===== config.mk =====
export PLATFORM = sky130hd
export DESIGN_NAME = bin2bcd_seq
export DESIGN_NICKNAME = d
export VERILOG_FILES = /design/src/rtl/bin2bcd_seq.sv
export SDC_FILE = /design/constraint.sdc
export NUM_CORES = 1
export LEC_CHECK = 0
export ABC_AREA = 0
export BUFFER_PORTS_ARGS = -buffer_cell sky130_fd_sc_hd__buf_2
export CAP_MARGIN = 5
export CELL_PAD_IN_SITES_DETAIL_PLACEMENT = 1
export CELL_PAD_IN_SITES_GLOBAL_PLACEMENT = 1
export CORE_MARGIN = 2
export CORE_UTILIZATION = 47
export DETAILED_ROUTE_END_ITERATION = 16
export GPL_ROUTABILITY_DRIVEN = 0
export HOLD_SLACK_MARGIN = 0.05
export PLACE_DENSITY = 0.8
export SLEW_MARGIN = 20
export SYNTH_ARGS = -nofsm -noshare
export SYNTH_HDL_FRONTEND = slang
export SYNTH_SLANG_ARGS = --single-unit

===== constraint.sdc =====
create_clock -name clk -period 2.1 [get_ports clk]
set_input_delay 0.315 -clock clk [delete_from_list [all_inputs] [get_ports clk]]
set_output_delay 0.315 -clock clk [all_outputs]
set_load 0.02 [all_outputs]

===== src/rtl/bin2bcd_seq.sv =====
// Sequential binary-to-BCD converter (shift-and-add-3), one input bit per clock.
// A start in IDLE loads the operand; BIN_W iterations later bcd is updated and
// done pulses for one cycle. bcd only ever changes on that completion edge.
//
// state | meaning
// ------+-------------------------------------------------------------
// IDLE  | waiting for start; bcd holds the last result
// CONV  | one correct-and-shift iteration per clock, counter counts up
module bin2bcd_seq #(
   parameter int BIN_W  = 8,
   parameter int DIGITS = 3,
   parameter int CNT_W  = 4
) (
   input  logic                  clk,
   input  logic                  rst,
   input  logic                  start,
   input  logic [BIN_W-1:0]      bin,
   output logic                  busy,
   output logic                  done,
   output logic [4*DIGITS-1:0]   bcd
);

   localparam int         BCD_W = 4 * DIGITS;
   localparam logic [CNT_W-1:0] LAST_CNT = CNT_W'(BIN_W - 1);

   // Refuse to elaborate if the largest operand cannot fit, or the counter cannot reach BIN_W-1.
   generate
      if (64'(10) ** DIGITS <= (64'(1) << BIN_W) - 64'(1)) begin : g_digits_check
         $error("bin2bcd_seq: DIGITS too small for BIN_W");
      end
      if ((64'(1) << CNT_W) <= 64'(BIN_W)) begin : g_cnt_check
         $error("bin2bcd_seq: CNT_W too small for BIN_W");
      end
   endgenerate

   typedef enum logic {IDLE, CONV} state_t;

   state_t                     state_q, state_d;
   logic [BIN_W-1:0]           shreg;
   logic [BCD_W-1:0]           scratch;
   logic [BCD_W-1:0]           scratch_adj;
   logic [BCD_W+BIN_W-1:0]     shifted;
   logic [CNT_W-1:0]           cnt;
   logic                       load;
   logic                       step;
   logic                       finish;

   // State register.
   always_ff @(posedge clk or posedge rst) begin
      if (rst) state_q <= IDLE;
      else     state_q <= state_d;
   end

   // Next-state and iteration control.
   always_comb begin
      state_d = state_q;
      load    = 1'b0;
      step    = 1'b0;
      finish  = 1'b0;
      case (state_q)
         IDLE: begin
            if (start) begin
               load    = 1'b1;
               state_d = CONV;
            end
         end
         CONV: begin
            step = 1'b1;
            if (cnt == LAST_CNT) begin
               finish  = 1'b1;
               state_d = IDLE;
            end
         end
         default: state_d = IDLE;
      endcase
   end

   // Add 3 to every digit >= 5, then shift the digits and operand left as one word.
   always_comb begin
      scratch_adj = scratch;
      for (int k = 0; k < DIGITS; k++) begin
         if (scratch[4*k +: 4] >= 4'd5) scratch_adj[4*k +: 4] = scratch[4*k +: 4] + 4'd3;
      end
      shifted = {scratch_adj, shreg} << 1;
   end

   // Datapath: operand load, iteration, and result/done registers.
   always_ff @(posedge clk or posedge rst) begin
      if (rst) begin
         shreg   <= '0;
         scratch <= '0;
         cnt     <= '0;
         bcd     <= '0;
         done    <= 1'b0;
      end else begin
         done <= finish;
         if (load) begin
            shreg   <= bin;
            scratch <= '0;
            cnt     <= '0;
         end else if (step) begin
            shreg   <= shifted[BIN_W-1:0];
            scratch <= shifted[BCD_W+BIN_W-1:BIN_W];
            cnt     <= cnt + CNT_W'(1);
         end
         if (finish) bcd <= shifted[BCD_W+BIN_W-1:BIN_W];
      end
   end

   assign busy = (state_q == CONV);

endmodule


==> summary.md, run 1 <==
| Metric | Value |
|---|---|
| Clk root buf | clkbuf_8 |
| Worst-Margin Slew | 501 ps |
| Via-per-instance ratio | approximately 5.2 |
| Worst r2r dst | bcd[2]$_DFFE_PP0P_ |
| Total CTS buffers | 5 |
| Unique masters post-synth | 31 |
| FMAX | 639 MHz |
| H-tree Lvls | 2 |
| Pwr/cell area | 1640 mW/mm^2 |
| Setup Crit Path Kind | flop to flop |
| Share of the synthesized area in the top cell type | 52.9% |
| Maxcap violations | 0 |
| Fin crit share | 74.5% |
| Combinational share of power | a little under half |
| First-pass DRT Iterations | 4 |
| Relative slew slack | ~67% |
| Io pins | 25 |
| Initial antenna violation count | 0 |
| Die ar. | ~0.0043 mm^2 |
| Status | finished clean |
| Number of enable flip-flop cells after synthesis | 0 |
| Startpoint Class | flop |
| Mapped cell area | between 0.0015 and 0.002 mm^2 |
| # Post-CTS Setup Buffers | 0 |
| Clock power share | approximately 14% |
| Fillers | 411 |
| Routed via count | ~1300 |
| Non-filler cells, final | about 250 |
| N_diodes | 0 |
| Leak Pwr | 1.02 nW |
| Share of cells above drive strength 1 | between 20% and 30% |
| Clock slew at reported path FFs | 70 ps |
| Crit path DAT | 1740 ps |
| Residual DRC | 0 |
| R2r startpoint | scratch[1]$_DFFE_PP0P_ |
| Final hold violations | 0 |
| Syn Inst Count | 170 |
| Synth Register Bits | 38 |
| Row cnt | 22 |
| Hold-fix buffers, CTS | 0 |
| Setup TNS | 0 ps |
| Worst skew pair latency | 290 ps |
| Most frequent cells after synthesis | dfrtp_1 (38), o21ai_0 (23), nand2_1 (21) |
| Register area share after synthesis | approximately 53% |
| Post-route setup slack | approximately 540 ps |
| Vias in the first global route | 1419 |
| Pin count of the biggest net entering global routing | 39 |
| Maximum fanout along the worst path | 5 |
| RSZ-0062 raised after global routing | false |
| Placed cell count | 240 |
| Required @ worst endpoint | 2280 ps |
| Die height | between 60 and 70 um |
| Clock Sinks | 38 |
| Post_cts resized | 0 |
| Final setup fails | 0 |
| First-pass GRT wire length | 6.59 mm |
| VDD IR max | approximately 0.00084 V |
| Die Width | 65.9 um |
| Starting Density | between 40 and 50% |
| Max Transition Viols Final | 0 |
| Placed wire-length estimate | around 2.7 mm |
| Clock tree buffer depth | 2 |
| Grt total ovfl | 0 |
| Internal Power | 1.99 mW |
| Ys async rst share | 100% |
| Sequential Power Share | 39.4% |
| Minimum clock period | 1560 ps |
| Synth warn | 0 |
| Dpl ws | between 500 and 600 ps |
| IO Port Bufs | 24 |
| Clock Skew | 6.25 ps |
| Drt wl/cell | approximately 15 um |
| CTS tree | done |
| R2R depth | 6 |
| Total routed wirelength | 3.72 mm |
| Final Core Density | 56.3% |
| Worst setup EP type | flop |
| Avg Synthesized Cell Area | 10.6 um^2 |
| Largest cells by area after synthesis | dfrtp_1 (53%), o21ai_0 (6.4%), mux2i_1 (5.6%) |
| Final ANT Viol Nets | 0 |
| Primary FF master, synth | dfrtp_1 |
| Area leader, netlist | dfrtp_1 |
| Final #Nets | approximately 220 |
| Switching share of power | approximately 41% |
| Most numerous cell in the Yosys netlist | dfrtp_1 |
| Global Route Usage Sum | 20.7% |
| Placeable Area | 0.00366 mm^2 |
| Post-Synthesis Net Count | about 190 |
| NetSw | 1.38 mW |
| Area delta synth->final | 14.5% |
| Reg-to-reg slack, setup | about 540 ps |
| Drt initial violations | 30 |
| Min-delay worst type | input port to asynchronous set/reset pin |
-- power by group through the flow --
stage	registers [mW]	clock network (mW)	logic, mW
after floorplan	1.42	0	1.05
after global placement	1.32	0	1.50
after detailed placement	1.35	0	1.60
after CTS	1.33	0.480	1.61
after global routing	1.38	0.519	1.79
final	1.33	0.468	1.58
-- layout make-up --
type | instances | area [um^2] | share of cell area [%]
clock buffers | 7 | 76.3 | 3.71
inverters | 10 | 37.5 | 1.82
multi-input cells | 115 | 777 | 37.7
flip-flops and latches | 38 | 951 | 46.2
well taps | 48 | 60.1 | 2.92
repair buffers | 29 | 158 | 7.65
-- metal layers --
layer | share of wire (%) | up-vias | track usage (%)
met1 | 44 | 619 | 24.4
met2 | 49 | 23 | 35.6
li1 | - | 639 | -
met5 | 0 | - | 0
met3 | 5.0 | 6 | 6.47
met4 | 1.6 | 0 | 7.03
-- cells by family after synthesis --
family	after synthesis	synth area share [%]
muxes	16	9.74
AOI/OAI and AO/OA	45	15.2
and+or+nand+nor	44	12.0
buffers and inverters	17	3.90
DFF	38	52.9
adders and majority gates	7	4.87
xor gates and xnor gates	3	1.46
-- critical path, stage by stage, from the launching register on --
cell      delay, ps
dfrtp_1         380
inv_1           130
ha_1            280
nand2b_2        110
a21oi_4         180
mux2i_1         110
mux2_4          270
-- placed cells by master, fill, tap and decap left out, types with 2 or more instances in the layout --
cell / n
clkbuf_8: 5
inv_1: 9
a22o_1: 4
nor3_1: 4
and2_1: 2
or3_1: 2
clkbuf_1: 2
mux2_2: 4
ha_1: 7
a21o_1: 4
xnor2_1: 3
nand2_1: 21
nor3b_1: 3
nand2b_1: 3
mux2_4: 2
a21oi_1: 9
buf_2: 24
buf_4: 5
dfrtp_1: 38
mux2i_1: 10
nor2_1: 4
o21ai_0: 23
-- state kept, by name, summed over array words and instances (netlist names) --
register / cells
bcd: 12
busy: 1
cnt: 4
done: 1
scratch: 12
shreg: 8
-- how the worst max path moves through the flow --
stage	slack, ps	depth (start not counted)	from	end
after global routing	380	6	scratch[8]$_DFFE_PP0P_	bcd[10]$_DFFE_PP0P_
after global placement	610	5	scratch[8]$_DFFE_PP0P_	bcd[10]$_DFFE_PP0P_
after floorplan	640	5	scratch[8]$_DFFE_PP0P_	bcd[10]$_DFFE_PP0P_
after CTS	530	6	scratch[1]$_DFFE_PP0P_	bcd[2]$_DFFE_PP0P_
final	540	6	scratch[1]$_DFFE_PP0P_	bcd[2]$_DFFE_PP0P_
after detailed placement	540	6	scratch[8]$_DFFE_PP0P_	scratch[10]$_DFFE_PP0P_
-- per-stage QoR --
step	hold WS [ps]	total power, mW	area, um^2
floorplan	442	2.47	1800
global placement	446	2.82	1980
detailed placement	466	2.95	1980
CTS	154	3.43	2060
global route	171	3.69	2060
finish	130	3.37	2060
Note: power is estimated with default switching activity, not from simulation.
==> inputs of run 2 (changes only) <==
Settings changed: ABC_AREA 0 to 1, CORE_UTILIZATION 47 to 38, PLACE_DENSITY 0.8 to 0.71.
Clock period 2.1 ns to 1.3 ns, I/O delays scaled along.
==> summary.md, run 2 <==
| Metric | Value |
|---|---|
| Minimum clock period | 1290 ps |
| Reg-to-reg slack, setup | ~10 ps |
| Drt initial violations | 54 |
| Required @ worst endpoint | 1530 ps |
| Post-Synthesis Net Count | 222 |
| Die height | 72.4 um |
| Routed via count | 1586 |
| Drt wl/cell | 15.8 um |
| Fillers | 542 |
| Clock Skew | about 1.4 ps |
| Primary FF master, synth | dfrtp_1 |
| Register area share after synthesis | 53.5% |
| Io pins | 25 |
| Relative slew slack | 79.4% |
| Top Registers | bcd: 12 flops, scratch: 12 flops, shreg: 8 flops |
| NetSw | ~2.8 mW |
| Min-delay worst type | input port to flop |
| Largest cells by area after synthesis | dfrtp_1 (53%), nand2_1 (14%), nand3_1 (6.2%) |
| Vias in the first global route | 1707 |
| Hold Slack | between 100 and 150 ps |
| Pwr/cell area | approximately 2800 mW/mm^2 |
| Clock Sinks | 38 |
| Placed wire-length estimate | 3.06 mm |
| Share of cells above drive strength 1 | between 30% and 40% |
| Multi-input logic area | 800 um^2 |
| Final #Nets | between 200 and 300 |
| CTS tree | done |
| Most frequent cells after synthesis | nand2_1 (66), dfrtp_1 (38), inv_1 (25) |
| Fin crit share | 99.2% |
| Area leader, netlist | dfrtp_1 |
| Worst skew pair latency | 290 ps |
| Die Width | 72.4 um |
| Worst setup EP type | flop |
| First-pass GRT wire length | 7.67 mm |
| Leak Pwr | about 1.2 nW |
| Pin count of the biggest net entering global routing | 39 |
| Placeable Area | 0.00444 mm^2 |
| Register area | ~950 um^2 |
| Final ANT Viol Nets | 0 |
| Clock slew at reported path FFs | 80 ps |
| Final hold violations | 0 |
| Startpoint Class | flop |
| Max Transition Viols Final | 0 |
| Final Core Density | 52.8% |
| RSZ-0062 raised after global routing | true |
| Share of the synthesized area in the top cell type | 53.5% |
| First-pass DRT Iterations | 4 |
| Placed cell count | 287 |
| Maximum fanout along the worst path | 3 |
| Worst-Margin Slew | 309 ps |
| IO Port Bufs | 24 |
| Internal Power | 3.62 mW |
| Status | finished clean |
| Combinational share of power | 52.4% |
| Most common cell after layout, fill and taps aside | nand2_1 |
| Clock power share | 15.4% |
| Syn Inst Count | 204 |
| Synth Register Bits | 38 |
| Via-per-instance ratio | 5.20 |
| Sequential Power Share | about 32% |
| Ys async rst share | 100% |
| Total routed wirelength | 4.83 mm |
| Die ar. | 0.00524 mm^2 |
| Maxcap violations | 0 |
| Row cnt | 24 |
| Setup TNS | 0 ps |
| Synth warn | 0 |
| Number of enable flip-flop cells after synthesis | 0 |
| N_diodes | 0 |
| Total CTS buffers | 5 |
| Crit path DAT | 1520 ps |
| Initial antenna violation count | 0 |
| VDD IR max | 0.00101 V |
| Final setup fails | 0 |
| Unique masters post-synth | 22 |
| Setup Crit Path Kind | flop to flop |
| Global Route Usage Sum | about a fifth |
| Area delta synth->final | 32.0% |
| Non-filler cells, final | 305 |
| Clk root buf | clkbuf_8 |
| Highest-count cells in the layout ignoring fill and taps | nand2_1 (56), dfrtp_1 (38), buf_2 (24), inv_1 (19), nand3_1 (16) |
| Residual DRC | 0 |
| Grt total ovfl | 0 |
| H-tree Lvls | 2 |
| Most numerous cell in the Yosys netlist | nand2_1 |
| Clock tree buffer depth | 2 |
| Switching share of power | ~44% |
| Avg Synthesized Cell Area | 8.72 um^2 |
| Mapped cell area | 0.00178 mm^2 |
| Starting Density | 40.0% |
| FMAX | 775 MHz |
## run 2: routing by layer
layer / vias up / GRT usage [%] / part of all wire, % / wire [um]
met4: 0 / 6.58 / 2.0 / 96
met1: 779 / 22.0 / 42 / 2020
met5: - / 0 / 0 / 0
met3: 9 / 3.89 / 2.7 / 129
li1: 766 / - / - / -
met2: 32 / 35.1 / 53 / 2580
## run 2: logic make-up (layout without fill, tap and decap cells)
family,Yosys count,count (layout),synth area share (%)
mux,1,1,0.563
simple gates,102,102,24.6
buf+inv,32,81,7.53
flops,38,38,53.5
compound gates,24,24,8.94
fa+ha+maj,7,7,4.93
## run 2: stage by stage
step / instance area, um^2 / total power, mW / setup WS, ps
2_1_floorplan: 1780 / 3.93 / 87.8
3_3_place_gp: 2030 / 4.71 / 3.69
3_5_place_dp: 2030 / 4.83 / -75.4
4_1_cts: 2190 / 5.98 / -7.34
5_1_grt: 2350 / 7.04 / -61.8
6_report: 2350 / 6.47 / 10.2
## run 2: layout make-up
class	count	share of cell area, %
flip-flops and latches	38	40.5
multi-input cells	134	34.1
repair buffers	45	13.1
inverters	27	4.64
clock buffers	5	2.93
well taps	52	2.77
clock inverters	3	1.71
repair inverters	1	0.267
## run 2: worst max-delay path: stages (launching register included)
cell and delay (ps):
dfrtp_1 390, buf_4 150, ha_1 200, nand2_2 100, nand3_2 120, nand2_1 130, nand3_1 90, nand2_1 60
## run 2: what timing repair did
| action | CTS | global route |
|---|---|---|
| buffers inserted | 3 | 5 |
| setup endpoints to repair | 16 | 24 |
| pin swaps | 0 | 14 |
| gates cloned | 0 | 1 |
| hold buffers | 1 | 0 |
| resized for setup | 4 | 40 |
| endpoints found under the hold margin | 38 | 0 |
## run 2: power by group through the flow
| stage | Sequential [mW] | Clock [mW] | Combinational [mW] |
|---|---|---|---|
| 3_3_place_gp | 2.05 | 0 | 2.66 |
| 6_report | 2.08 | 0.999 | 3.39 |
| 5_1_grt | 2.15 | 1.05 | 3.84 |
| 3_5_place_dp | 2.08 | 0 | 2.75 |
| 4_1_cts | 2.05 | 1.03 | 2.90 |
| 2_1_floorplan | 2.25 | 0 | 1.67 |
## run 2: path summary, 6_finish.rpt
kind | start | endpoint | cells past startpoint
setup / recovery | scratch[8]$_DFFE_PP0P_ | scratch[9]$_DFFE_PP0P_ | 7
hold / removal | bin[5] | shreg[5]$_DFFE_PP0P_ | 3
setup reg to reg | scratch[8]$_DFFE_PP0P_ | scratch[9]$_DFFE_PP0P_ | 7
hold reg to reg | bcd[9]$_DFFE_PP0P_ | bcd[9]$_DFFE_PP0P_ | 2
max in group asynchronous | rst | done$_DFF_PP0_ | 4
min in group asynchronous | rst | cnt[3]$_DFFE_PP0P_ | 4
==> inputs of run 3 (changes only) <==
Settings changed: CELL_PAD_IN_SITES_GLOBAL_PLACEMENT 1 to 2, CORE_UTILIZATION 38 to 30, PLACE_DENSITY 0.71 to 0.7.
==> summary.md, run 3 (synthesis gave the netlist of run 2 again) <==
| Metric | Value |
|---|---|
| Status | finished clean |
| Worst skew pair latency | 290 ps |
| Global Route Usage Sum | 15.0% |
| Placed cell area | 0.00207 mm^2 |
| Leak Pwr | 1.18 nW |
| FMAX | 824 MHz |
| Clock Sinks | 38 |
| Total CTS buffers | 5 |
| Endpoint, Worst Hold | shreg[4]$_DFFE_PP0P_ |
| Minimum clock period | 1210 ps |
| Sequential Power Share | 33.5% |
| Vias in the first global route | 1622 |
| Internal Power | 3.56 mW |
| Die ar. | 0.00656 mm^2 |
| Clock Skew | 5.54 ps |
| Top Registers | bcd: 12 flops, scratch: 12 flops, shreg: 8 flops |
| Maxcap violations | 0 |
| Initial antenna violation count | 0 |
| R2R depth | 6 |
| First-pass DRT Iterations | 4 |
| Final hold violations | 0 |
| Share of cells above drive strength 1 | 28.2% |
| Row cnt | 28 |
| H-tree Lvls | 2 |
| Clock power share | 16.7% |
| Routed via count | approximately 1500 |
| Drt initial violations | approximately 40 |
| Worst r2r dst | bcd[3]$_DFFE_PP0P_ |
| Hold depth | 3 |
| First-pass GRT wire length | ~7.5 mm |
| Highest-count cells in the layout ignoring fill and taps | nand2_1 (59), dfrtp_1 (38), buf_2 (24), inv_1 (20), nand3_1 (19) |
| Via-per-instance ratio | 4.62 |
| N_diodes | 0 |
| Final ANT Viol Nets | 0 |
| Most common cell after layout, fill and taps aside | nand2_1 |
| Setup TNS | 0 ps |
| Final Core Density | 39.8% |
| Min-delay worst type | input port to flop |
| Post-route cell area | 0.00231 mm^2 |
| Placeable Area | slightly below 0.006 mm^2 |
| NetSw | roughly 2.7 mW |
| Final setup fails | 0 |
| Placed cell count | 311 |
| Hold Slack | 112 ps |
| Required @ worst endpoint | 1110 ps |
| Max Transition Viols Final | 0 |
| Reg-to-reg slack, setup | 90 ps |
| Crit path DAT | 1020 ps |
| Clock slew at reported path FFs | 70 ps |
| Starting Density | 30.6% |
| Io pins | 25 |
| Area delta synth->final | 30.0% |
| Pwr/cell area | between 2000 and 3000 mW/mm^2 |
| Maximum fanout along the worst path | 6 |
| Switching share of power | between 40% and 50% |
| Setup Crit Path Kind | flop to primary output |
| Combinational share of power | 49.8% |
| Clock tree buffer depth | 2 |
| IO Port Bufs | 24 |
| Total routed wirelength | 4.35 mm |
| VDD IR max | 0.000657 V |
| Final #Nets | around 270 |
| Die Width | slightly above 80 um |
| Startpoint Class | flop |
| Non-filler cells, final | 323 |
| Grt total ovfl | 0 |
| Relative slew slack | a little over four fifths |
| CTS tree | done |
| Worst setup EP type | primary output |
| Clk root buf | clkbuf_8 |
| Residual DRC | 0 |
| Hold wc startpoint | bin[4] |
| Drt wl/cell | 13.5 um |
| Pin count of the biggest net entering global routing | 39 |
| R2r startpoint | cnt[1]$_DFFE_PP0P_ |
| Die height | just over 80 um |
| Worst-Margin Slew | 250 ps |
| Fin crit share | 93.3% |
| Placed wire-length estimate | 3.04 mm |
| RSZ-0062 raised after global routing | true |
run 3: cell types whose count changed in the layout (fill, tap and decap cells not counted), moves of 2 or more:
cell / delta
nand2_1: +3
ha_1: +3
nand2_2: -3
buf_6: -3
clkinv_2: -2
nand3_1: +3
o21ai_1: -2
o21ai_0: +2
nand3_2: -4
ha_2: -3
run 3: final cells by class:
class	instances	area, um^2
Clock inverter	1	30.0
Timing Repair Buffer	42	274
Clock buffer	6	82.6
Fill cell	706	3500
Multi-Input combinational cell	134	777
Tap cell	75	93.8
Sequential cell	38	951
Inverter	27	104
run 3: routing by layer:
metal / wire, um / GRT usage [%] / up-vias
met1: 2060 / 18.5 / 709
met5: 0 / 0 / -
met3: 138 / 3.22 / 5
li1: - / - / 756
met4: 57 / 5.59 / 0
met2: 2090 / 25.7 / 21
run 3: worst max-delay path by stage:
stage	start	endpoint	slack, ps	cells after the start
floorplan	busy$_DFF_PP0_	bcd[11]$_DFFE_PP0P_	90	6
global placement	scratch[5]$_DFFE_PP0P_	scratch[5]$_DFFE_PP0P_	-10	8
detailed placement	cnt[1]$_DFFE_PP0P_	bcd[3]$_DFFE_PP0P_	-40	6
CTS	cnt[1]$_DFFE_PP0P_	bcd[1]$_DFFE_PP0P_	0.9	6
global route	cnt[1]$_DFFE_PP0P_	bcd[3]$_DFFE_PP0P_	-7	6
finish	busy$_DFF_PP0_	busy	90	2
run 3: through the flow:
stage | worst slack, ps | total power, mW
after CTS | 0.864 | 6.04
after global routing | -6.94 | 6.83
after global placement | -11.7 | 4.81
after floorplan | 87.8 | 3.93
after detailed placement | -36.9 | 4.87
final | 87.1 | 6.21
run 3: power by group through the flow:
stage               registers, mW  clock network, mW  logic [mW]
floorplan                    2.25                  0        1.67
global placement             2.07                  0        2.73
detailed placement           2.08                  0        2.79
CTS                          2.06               1.09        2.88
global route                 2.15               1.14        3.53
finish                       2.08               1.04        3.09
run 3: critical path: stages, from the launching register on:
cell and delay, ps:
dfrtp_1 410, buf_4 170, buf_2 150
run 3: what timing repair did:
item / 4_1_cts / 5_1_grt
hold buffers: 1 / 0
endpoints found under the hold margin: 38 / 0
gates resized for setup: 5 / 22
cloned: 0 / 0
pin swaps: 0 / 8
setup buffers: 1 / 3
endpoints found under the setup margin: 17 / 24
